<file path="config.mk">
export PLATFORM = sky130hd
export DESIGN_NAME = perclos_scheduler
export DESIGN_NICKNAME = d
export VERILOG_FILES = /design/src/rtl/perclos_scheduler.sv
export SDC_FILE = /design/constraint.sdc
export NUM_CORES = 1
export LEC_CHECK = 0
export CAP_MARGIN = 15
export CORE_UTILIZATION = 49
export CTS_BUF_LIST = sky130_fd_sc_hd__clkbuf_4 sky130_fd_sc_hd__clkbuf_8
export CTS_CLUSTER_SIZE = 20
export DETAILED_ROUTE_END_ITERATION = 10
export PLACE_DENSITY_LB_ADDON = 0.3
export SKIP_LAST_GASP = 1
export SLEW_MARGIN = 20
export SYNTH_ARGS = -nofsm -noshare
export SYNTH_HDL_FRONTEND = slang
export SYNTH_SLANG_ARGS = --single-unit
export TNS_END_PERCENT = 100
</file>
<file path="constraint.sdc">
create_clock -name module_clk -period 7.8 [get_ports module_clk]
set_input_delay 2.34 -clock module_clk [delete_from_list [all_inputs] [get_ports module_clk]]
set_output_delay 2.34 -clock module_clk [all_outputs]
set_load 0.05 [all_outputs]
</file>
<file path="src/rtl/perclos_scheduler.sv">
// Once per video frame, sample the eye height, calibrate an open-eye reference, and track
// closed frames over a sliding window with a hysteretic alarm. Sample lands 2 cycles after the strobe; there is no backpressure.
module perclos_scheduler #(
  parameter int WIN_FRAMES = 64,
  parameter int CAL_FRAMES = 16,
  parameter int ALARM_CNT  = 26,
  parameter int CLEAR_CNT  = 16
) (
  input  logic                                 module_clk,
  input  logic                                 module_rst_n,
  input  logic [10:0]                          lcd_pixel_xpos,
  input  logic [10:0]                          lcd_pixel_ypos,
  input  logic [10:0]                          eye1_high,
  input  logic [10:0]                          eye1_Wide,
  input  logic                                 recal,
  output logic                                 frame_tick,
  output logic                                 cal_done,
  output logic [10:0]                          eye_ref,
  output logic                                 eye_closed,
  output logic [$clog2(WIN_FRAMES+1)-1:0]      perclos_cnt,
  output logic                                 fatigue_alarm
);

  localparam int CW  = $clog2(WIN_FRAMES + 1);
  localparam int CCW = $clog2(CAL_FRAMES + 1);

  localparam logic [CW-1:0]  ALARM_TH = CW'(ALARM_CNT);
  localparam logic [CW-1:0]  CLEAR_TH = CW'(CLEAR_CNT);
  localparam logic [CCW-1:0] CAL_TH   = CCW'(CAL_FRAMES);

  localparam logic [1:0] ST_IDLE = 2'd0;
  localparam logic [1:0] ST_CAL  = 2'd1;
  localparam logic [1:0] ST_RUN  = 2'd2;

  logic [1:0]            state_q, state_d;
  logic                  m_d_q, m_d_d;
  logic                  tick_q, tick_d;
  logic                  cal_done_q, cal_done_d;
  logic [10:0]           eye_ref_q, eye_ref_d;
  logic                  closed_q, closed_d;
  logic [CW-1:0]         cnt_q, cnt_d;
  logic                  alarm_q, alarm_d;
  logic [CCW-1:0]        cal_cnt_q, cal_cnt_d;
  logic [WIN_FRAMES-1:0] hist_q, hist_d;

  logic        m;
  logic        valid;
  logic        closed_now;
  logic [13:0] high_x5;

  assign m       = (lcd_pixel_xpos == 11'd1) && (lcd_pixel_ypos == 11'd1);
  assign valid   = (eye1_Wide != 11'd0);
  // 14-bit product keeps 5*2047 exact; a zero reference can never classify closed.
  assign high_x5    = {3'b000, eye1_high} * 14'd5;
  assign closed_now = (high_x5 < {3'b000, eye_ref_q});

  always_comb begin
    m_d_d      = m;
    tick_d     = m & ~m_d_q;
    state_d    = state_q;
    eye_ref_d  = eye_ref_q;
    closed_d   = closed_q;
    cnt_d      = cnt_q;
    alarm_d    = alarm_q;
    cal_cnt_d  = cal_cnt_q;
    hist_d     = hist_q;

    if (recal) begin
      state_d   = ST_CAL;
      eye_ref_d = 11'd0;
      closed_d  = 1'b0;
      cnt_d     = '0;
      alarm_d   = 1'b0;
      cal_cnt_d = '0;
      hist_d    = '0;
    end else if (tick_q) begin
      case (state_q)
        ST_IDLE: state_d = ST_CAL;
        ST_CAL: begin
          if (valid) begin
            if (eye1_high > eye_ref_q) eye_ref_d = eye1_high;
            cal_cnt_d = cal_cnt_q + CCW'(1);
            if (cal_cnt_d == CAL_TH) state_d = ST_RUN;
          end
        end
        ST_RUN: begin
          if (valid) begin
            closed_d = closed_now;
            hist_d   = {hist_q[WIN_FRAMES-2:0], closed_now};
            // Count tracks popcount of the history: add the newcomer, drop the evicted bit.
            cnt_d    = cnt_q + CW'(closed_now) - CW'(hist_q[WIN_FRAMES-1]);
            if (eye1_high > eye_ref_q) eye_ref_d = eye_ref_q + 11'd1;
            if (cnt_d >= ALARM_TH) begin
              alarm_d = 1'b1;
            end else if (cnt_d <= CLEAR_TH) begin
              alarm_d = 1'b0;
            end
          end
        end
        default: state_d = ST_IDLE;
      endcase
    end

    cal_done_d = (state_d == ST_RUN);
  end

  always_ff @(posedge module_clk or negedge module_rst_n) begin
    if (!module_rst_n) begin
      state_q    <= ST_IDLE;
      m_d_q      <= 1'b0;
      tick_q     <= 1'b0;
      cal_done_q <= 1'b0;
      eye_ref_q  <= 11'd0;
      closed_q   <= 1'b0;
      cnt_q      <= '0;
      alarm_q    <= 1'b0;
      cal_cnt_q  <= '0;
      hist_q     <= '0;
    end else begin
      state_q    <= state_d;
      m_d_q      <= m_d_d;
      tick_q     <= tick_d;
      cal_done_q <= cal_done_d;
      eye_ref_q  <= eye_ref_d;
      closed_q   <= closed_d;
      cnt_q      <= cnt_d;
      alarm_q    <= alarm_d;
      cal_cnt_q  <= cal_cnt_d;
      hist_q     <= hist_d;
    end
  end

  assign frame_tick    = tick_q;
  assign cal_done      = cal_done_q;
  assign eye_ref       = eye_ref_q;
  assign eye_closed    = closed_q;
  assign perclos_cnt   = cnt_q;
  assign fatigue_alarm = alarm_q;

endmodule

</file>
==> run_results.csv, run 1 <==
group,metric,value,unit
status,outcome,"finished clean",
detailed_routing,vias,3822,
setup_path,crit_path_frequent_cell,"ha_1",
placed_design,pre_cts_ws,0.475,ns
timing,final-hold-violation-count,0,
pwr,power_frac_comb,13.2,%
floorplanning,fp-row-count,36,
pwr,powerDensity,152,nW/um^2
detailed_routing,wl_per_cell,15.9,um
synth,ys_types,60,
clock_network,cts_buffers,9,
finish,final-instance-count-excl-fill,658,
synth,yosysWarnings,0,
placed_design,postPlaceCellArea,5810,um^2
grt,grt_start_max_net_pins,68,
synth,synth-edff-count,0,
synth,yosysSeqAreaShare,45.7,%
pwr,finalPower,916,uW
clock_network,clk_latency,0.37,ns
finish,layout.cells.most_common,"dfrtp_1",
placed_design,place_congestion,0.936,
setup_path,r2r-start,"eye_ref[3]",
finish,drive_gt1_share,6.86,%
grt,grt_pass1_vias,3735,
detailed_routing,viasPerCell,5.81,
setup_path,critPathKind,"input pin to register",
setup_path,cp_top_family,"adder cells",
detailed_routing,drc,0,
detailed_routing,dr.pass1.iters,4,
synth,synth_flop_cell,"dfrtp_1",
synth,async_flop_share,100,%
finish,final_nets,616,
timing,period_needed,6.96,ns
pwr,p_sw,250,uW
floorplanning,die-area,10800,um^2
timing,final_max_slew_viol_count,0,
min_path,worstHoldStart,"m_d_q",
clock_network,cts_tree,"yes",
clock_network,htreeDepth,3,
finish,layout_common_cells,"dfrtp_1 (93), clkdlybuf4s50_1 (67), a22o_1 (64)",
floorplanning,start_util,51.4,%
timing,layout_setup_ws,0.841,ns
finish,final_core_util,60.8,%
detailed_routing,drt_iter0_drc,202,
setup_path,critPathMaxStageDelay,0.49,ns
timing,clock.fmax,144,MHz
clock_network,clockBufferDepth,2,
timing,slew_headroom,46.8,%
min_path,min_path_type,"register to register",
pwr,intPower,666,uW
floorplanning,core,9910,um^2
pwr,vdd_drop_max,91.6,uV
placed_design,hpwl,7350,um
clock_network,cts_resized,0,
pwr,p_clk_share,34.2,%
synth,ys_ff_latch,93,
timing,hold_slack,0.405,ns
setup_path,cp-start-kind,"input pin",
timing,post-route-period-util,89.2,%
placed_design,numPortBuffers,68,
synth,syn_nets,557,
placed_design,dp_cells,641,
setup_path,cp_max_fo,4,
clock_network,postCtsSetupBuffers,0,
setup_path,crit_arrival,7.21,ns
detailed_routing,drtAntennaViolNets,0,
flow_run,max_cap_viol_count,0,
timing,worstMarginPinSlew,0.798,ns
grt,track_usage,20.9,%
setup_path,cp.buffers_inverters,3,
setup_path,path_cells,"clkdlybuf4s50_1 -> ha_1 -> ha_1 -> a211oi_1 -> o21bai_1 -> a21oi_1 -> o21ai_0 -> xor2_1 -> ha_1 -> and3_1 -> o2111ai_1 -> a21oi_1 -> a211oi_1 -> nand3_1 -> ha_1 -> inv_1 -> ha_1 -> inv_1 -> fa_1 -> xor2_1 -> nand2_1 -> o311a_1 -> o21bai_1 -> o211ai_1",
grt,grt_pass1_wl,18300,um
finish,area_growth_syn_to_layout,18.4,%
timing,setup_viol_count_final,0,
grt,globalRouteOverflowTotal,0,
timing,fin_skew,0.0152,ns
setup_path,worstSetupEndpointType,"register",
setup_path,slowest_stage,"clkdlybuf4s50_1",
synth,syn_avg_cell_area,11.0,um^2
pwr,leakagePower,2.68,nW
setup_path,startpoint,"eye1_high[2]",
timing,rsz0062_at_grt,"false",
floorplanning,fp.dieW,104,um
setup_path,worstPathRequired,8.05,ns
timing,setup-tns-final,0,ns
pwr,seq_power_share,52.6,%
detailed_routing,drt_wl_total,10400,um
clock_network,cts-root-buf,"clkbuf_8",
synth,synth_cells,461,
clock_network,clk_pin_slew,0.11,ns
floorplanning,die_y,104,um
finish,antenna_cells,0,
clock_network,hold_buffers,0,
grt,antenna_found_initial,0,
pwr,switching_share,27.3,%
synth,netlist_area,5090,um^2
clock_network,clock-sinks,93,
finish,fin_area,6020,um^2
finish,fill_cells,822,
floorplanning,ioPinCount,69,
-- metal layers --
layer | part of all wire, % | track usage (%) | up-vias
met5 | 0 | 0 | -
met4 | 1.3 | 6.22 | 0
met3 | 4.0 | 3.76 | 10
met2 | 46 | 32.5 | 92
met1 | 49 | 29.8 | 1860
li1 | - | - | 1860
-- final cells by class --
| type | count | area (um^2) | area share [%] |
|---|---|---|---|
| timing repair buffer | 73 | 719 | 11.9 |
| multi-input combinational | 322 | 2530 | 42.1 |
| clock inverter | 7 | 73.8 | 1.23 |
| tap | 133 | 166 | 2.76 |
| clock buffer | 9 | 124 | 2.06 |
| inverter | 21 | 78.8 | 1.31 |
| sequential | 93 | 2330 | 38.6 |
-- worst reg2reg max path, stage by stage, from the launching register on --
cell and delay, ns:
dfrtp_1 0.43, inv_1 0.12, ha_1 0.33, a2111oi_0 0.43
a21oi_1 0.16, a211oi_1 0.18, nand3_1 0.12, ha_1 0.29
inv_1 0.05, ha_1 0.17, inv_1 0.06, fa_1 0.40
xor2_1 0.20, nand2_1 0.09, o311a_1 0.33, o21bai_1 0.13
o211ai_1 0.10
-- registers in the layout, summed over array words and instances, names as in the netlist --
name / flops
cal_done: 1
hist_q: 64
perclos_cnt: 7
m_d_q: 1
cal_cnt_q: 5
eye_ref: 11
fatigue_alarm: 1
frame_tick: 1
state_q: 2
-- path summary, 6_finish.rpt --
path	endpoint	slack, ns	cells past startpoint
max	fatigue_alarm	0.84	24
min	frame_tick	0.41	1
max reg2reg	fatigue_alarm	4.10	16
min reg2reg	frame_tick	0.41	1
max in group asynchronous	eye_ref[6]	4.78	2
min in group asynchronous	perclos_cnt[4]	1.87	1
-- synthesized netlist by cell type, types with 3 or more instances --
library cell  instances  area [um^2]
dfrtp_1              93         2330
a22o_1               64          561
ha_1                 47          588
a21oi_1              35          175
nand2_1              22         82.6
inv_1                21         78.8
o21ai_0              15         75.1
nor2_1               13         48.8
buf_2                 8         40.0
clkbuf_1              8         30.0
nand4_1               8         50.1
nor3_1                8         40.0
xnor2_1               8         70.1
xor2_1                8         70.1
a21o_1                7         52.6
nand3_1               7         35.0
buf_6                 6         67.6
a211oi_1              5         37.5
and3_1                4         25.0
nor2b_1               4         25.0
nor4_1                4         25.0
o21a_1                4         30.0
o21bai_1              4         30.0
or3_1                 4         25.0
buf_4                 3         22.5
nand2b_1              3         18.8
o211ai_1              3         22.5
o31ai_1               3         22.5
-- logic make-up (layout without fill, tap and decap cells) --
| family | after synthesis | in the layout | synth area share (%) |
|---|---|---|---|
| compound gates | 162 | 162 | 23.9 |
| xor+xnor | 16 | 16 | 2.75 |
| fa+ha+maj | 49 | 49 | 12.3 |
| buf+inv | 46 | 110 | 4.70 |
| flops | 93 | 93 | 45.7 |
| mux | 2 | 2 | 0.418 |
| simple gates | 93 | 93 | 10.2 |
-- power by group through the flow --
stage / clock network (mW) / registers [mW] / logic (mW)
CTS: 0.324 / 0.482 / 0.122
detailed placement: 0 / 0.491 / 0.121
floorplan: 0 / 0.491 / 0.0686
global placement: 0 / 0.491 / 0.120
finish: 0.313 / 0.482 / 0.121
global route: 0.340 / 0.482 / 0.139
Power figures use the tool's default switching activity.
==> run 2, diff against run 1 <==
ABC_AREA = 1   (was default)
==> run_results.csv, run 2 <==
group,metric,value,unit
setup_path,critPathMaxStageDelay,0.54,ns
timing,period_needed,6.48,ns
setup_path,worstRegToRegCells,23,
clock_network,cts_buffers,9,
finish,drive_gt1_share,8.54,%
synth,synth_top_area_share,41.9,%
synth,yosys.area.top_type,"dfrtp_1",
min_path,hold_depth,1,
clock_network,cts_resized,0,
floorplanning,core,10900,um^2
pwr,p_clk_share,32.4,%
finish,multi_input_area,2610,um^2
floorplanning,fp.dieW,108,um
setup_path,startpoint,"eye1_high[3]",
clock_network,clock-sinks,93,
setup_path,worstSetupEndpointType,"register",
grt,track_usage,20.7,%
detailed_routing,wl_per_cell,12.9,um
clock_network,clockBufferDepth,2,
finish,largest_register,"hist_q",
floorplanning,die-area,11800,um^2
setup_path,r2r_setup_slack,4.49,ns
floorplanning,ioPinCount,69,
synth,yosysMostFrequentCell,"nand2_1",
flow_run,max_cap_viol_count,0,
grt,grt_pass1_vias,4293,
status,outcome,"finished clean",
setup_path,r2r-start,"eye_ref[5]",
finish,fill_cells,994,
synth,yosysSeqAreaShare,41.9,%
setup_path,crit_arrival,6.73,ns
synth,synth_cells,647,
synth,netlist_top_cells_count,"nand2_1 (125), inv_1 (122), dfrtp_1 (93), ha_1 (47), o22ai_1 (46)",
finish,area_growth_syn_to_layout,16.5,%
grt,grt_start_max_net_pins,69,
synth,yosysWarnings,0,
pwr,powerDensity,142,nW/um^2
synth,ys_types,41,
min_path,worstHoldStart,"m_d_q",
pwr,vdd_drop_max,78.9,uV
setup_path,worstPathRequired,8.05,ns
timing,worstMarginPinSlew,0.853,ns
detailed_routing,drc,0,
placed_design,place_congestion,0.887,
setup_path,worst_r2r_endpoint,"fatigue_alarm",
finish,largest_register_ffs,64,
timing,final_max_slew_viol_count,0,
finish,layout.cells.most_common,"nand2_1",
timing,clock.fmax,154,MHz
min_path,min_path_type,"register to register",
clock_network,postCtsSetupBuffers,0,
finish,final_nets,806,
setup_path,slowest_stage,"clkdlybuf4s50_1",
pwr,intPower,677,uW
timing,final-hold-violation-count,0,
clock_network,clk_pin_slew,0.09,ns
setup_path,crit_path_frequent_cell,"nand2_1",
pwr,switching_share,26.3,%
timing,fin_skew,0.00808,ns
setup_path,critPathKind,"input pin to register",
floorplanning,fp-row-count,38,
synth,synth_flop_cell,"dfrtp_1",
setup_path,cp-start-kind,"input pin",
min_path,hold_end,"frame_tick",
clock_network,hold_buffers,0,
pwr,seq_power_share,52.4,%
finish,layout_common_cells,"nand2_1 (125), inv_1 (122), dfrtp_1 (93)",
grt,grt_pass1_wl,19400,um
synth,syn_nets,743,
pwr,leakagePower,2.98,nW
grt,globalRouteOverflowTotal,0,
pwr,p_sw,242,uW
detailed_routing,drt_wl_total,11000,um
synth,yosys-top-cells-area,"dfrtp_1 (42%), ha_1 (11%), nand2_1 (8.5%)",
synth,netlist_area,5550,um^2
pwr,finalPower,919,uW
detailed_routing,viasPerCell,5.21,
timing,setup_viol_count_final,0,
timing,setup-tns-final,0,ns
synth,ys_ff_latch,93,
setup_path,cp_max_fo,4,
detailed_routing,drtAntennaViolNets,0,
detailed_routing,vias,4453,
timing,rsz0062_at_grt,"false",
finish,antenna_cells,0,
clock_network,clk_latency,0.36,ns
clock_network,cts_tree,"yes",
placed_design,hpwl,8230,um
grt,antenna_found_initial,0,
clock_network,cts-root-buf,"clkbuf_8",
detailed_routing,drt_iter0_drc,219,
floorplanning,die_y,108,um
floorplanning,start_util,50.7,%
timing,slew_headroom,42.9,%
detailed_routing,dr.pass1.iters,5,
timing,post-route-period-util,83.1,%
finish,seq_area,2330,um^2
synth,async_flop_share,100,%
synth,syn_avg_cell_area,8.57,um^2
placed_design,numPortBuffers,68,
pwr,power_frac_comb,15.2,%
clock_network,htreeDepth,3,
synth,synth-edff-count,0,
[run 2: cell count changes in the layout (fill, tap and decap cells not counted), sizes merged, moves of 18 or more]
| cell | delta |
|---|---|
| nand2 | +108 |
| nor2 | +22 |
| o22ai | +64 |
| inv | +102 |
| a22o | -63 |
| nand3 | +35 |
| a21oi | -18 |
[run 2: metal layers]
metal / GRT usage [%] / share of wire, %
met1: 27.2 / 46
met2: 34.0 / 47
met3: 4.04 / 5.0
met4: 7.14 / 1.5
met5: 0 / 0
[run 2: worst max-delay path: cells and delay by family]
kind | cells | cell delay (ns)
adders and majority gates | 7 | 2.07
AOI/OAI and AO/OA | 1 | 0.18
buffers and inverters | 4 | 0.74
xor gates and xnor gates | 2 | 0.34
and+or+nand+nor | 14 | 1.06
[run 2: area by class of cell]
cell class / instances / area share, %
clock inverters: 4 / 0.484
repair buffers: 71 / 10.8
well taps: 140 / 2.71
inverters: 126 / 7.32
flip-flops and latches: 93 / 36.0
clock buffers: 11 / 2.34
multi-input cells: 409 / 40.3
[run 2: cells by family after synthesis]
group / Yosys count / share of synthesized area (%)
DFF: 93 / 41.9
xor gates and xnor gates: 12 / 1.89
adders and majority gates: 49 / 11.3
muxes: 1 / 0.180
buffers and inverters: 145 / 11.1
AOI/OAI and AO/OA: 113 / 14.3
and+or+nand+nor: 234 / 19.3
[run 2: worst max path at each step]
stage / endpoint / slack, ns / cells after the start
after floorplan: fatigue_alarm / 1.81 / 27
after global placement: fatigue_alarm / 1.10 / 28
after detailed placement: fatigue_alarm / 0.94 / 28
after CTS: fatigue_alarm / 1.33 / 28
after global routing: fatigue_alarm / 0.91 / 28
final: fatigue_alarm / 1.32 / 28
[run 2: power groups by stage]
stage | logic, mW | registers, mW | clock network (mW)
floorplan | 0.0859 | 0.491 | 0
global route | 0.159 | 0.482 | 0.329
global placement | 0.134 | 0.491 | 0
finish | 0.139 | 0.482 | 0.298
CTS | 0.139 | 0.482 | 0.309
detailed placement | 0.139 | 0.491 | 0
[run 2: through the flow]
step	util, %	setup slack, ns	area (um^2)	hold WS (ns)	instances
3_3_place_gp	57.4	1.10	6280	0.400	839
4_1_cts	59.1	1.33	6460	0.429	854
5_1_grt	59.1	0.906	6460	0.470	854
2_1_floorplan	-	1.81	5550	0.384	647
3_5_place_dp	57.4	0.943	6280	0.411	839
6_report	59.1	1.32	6460	0.424	854
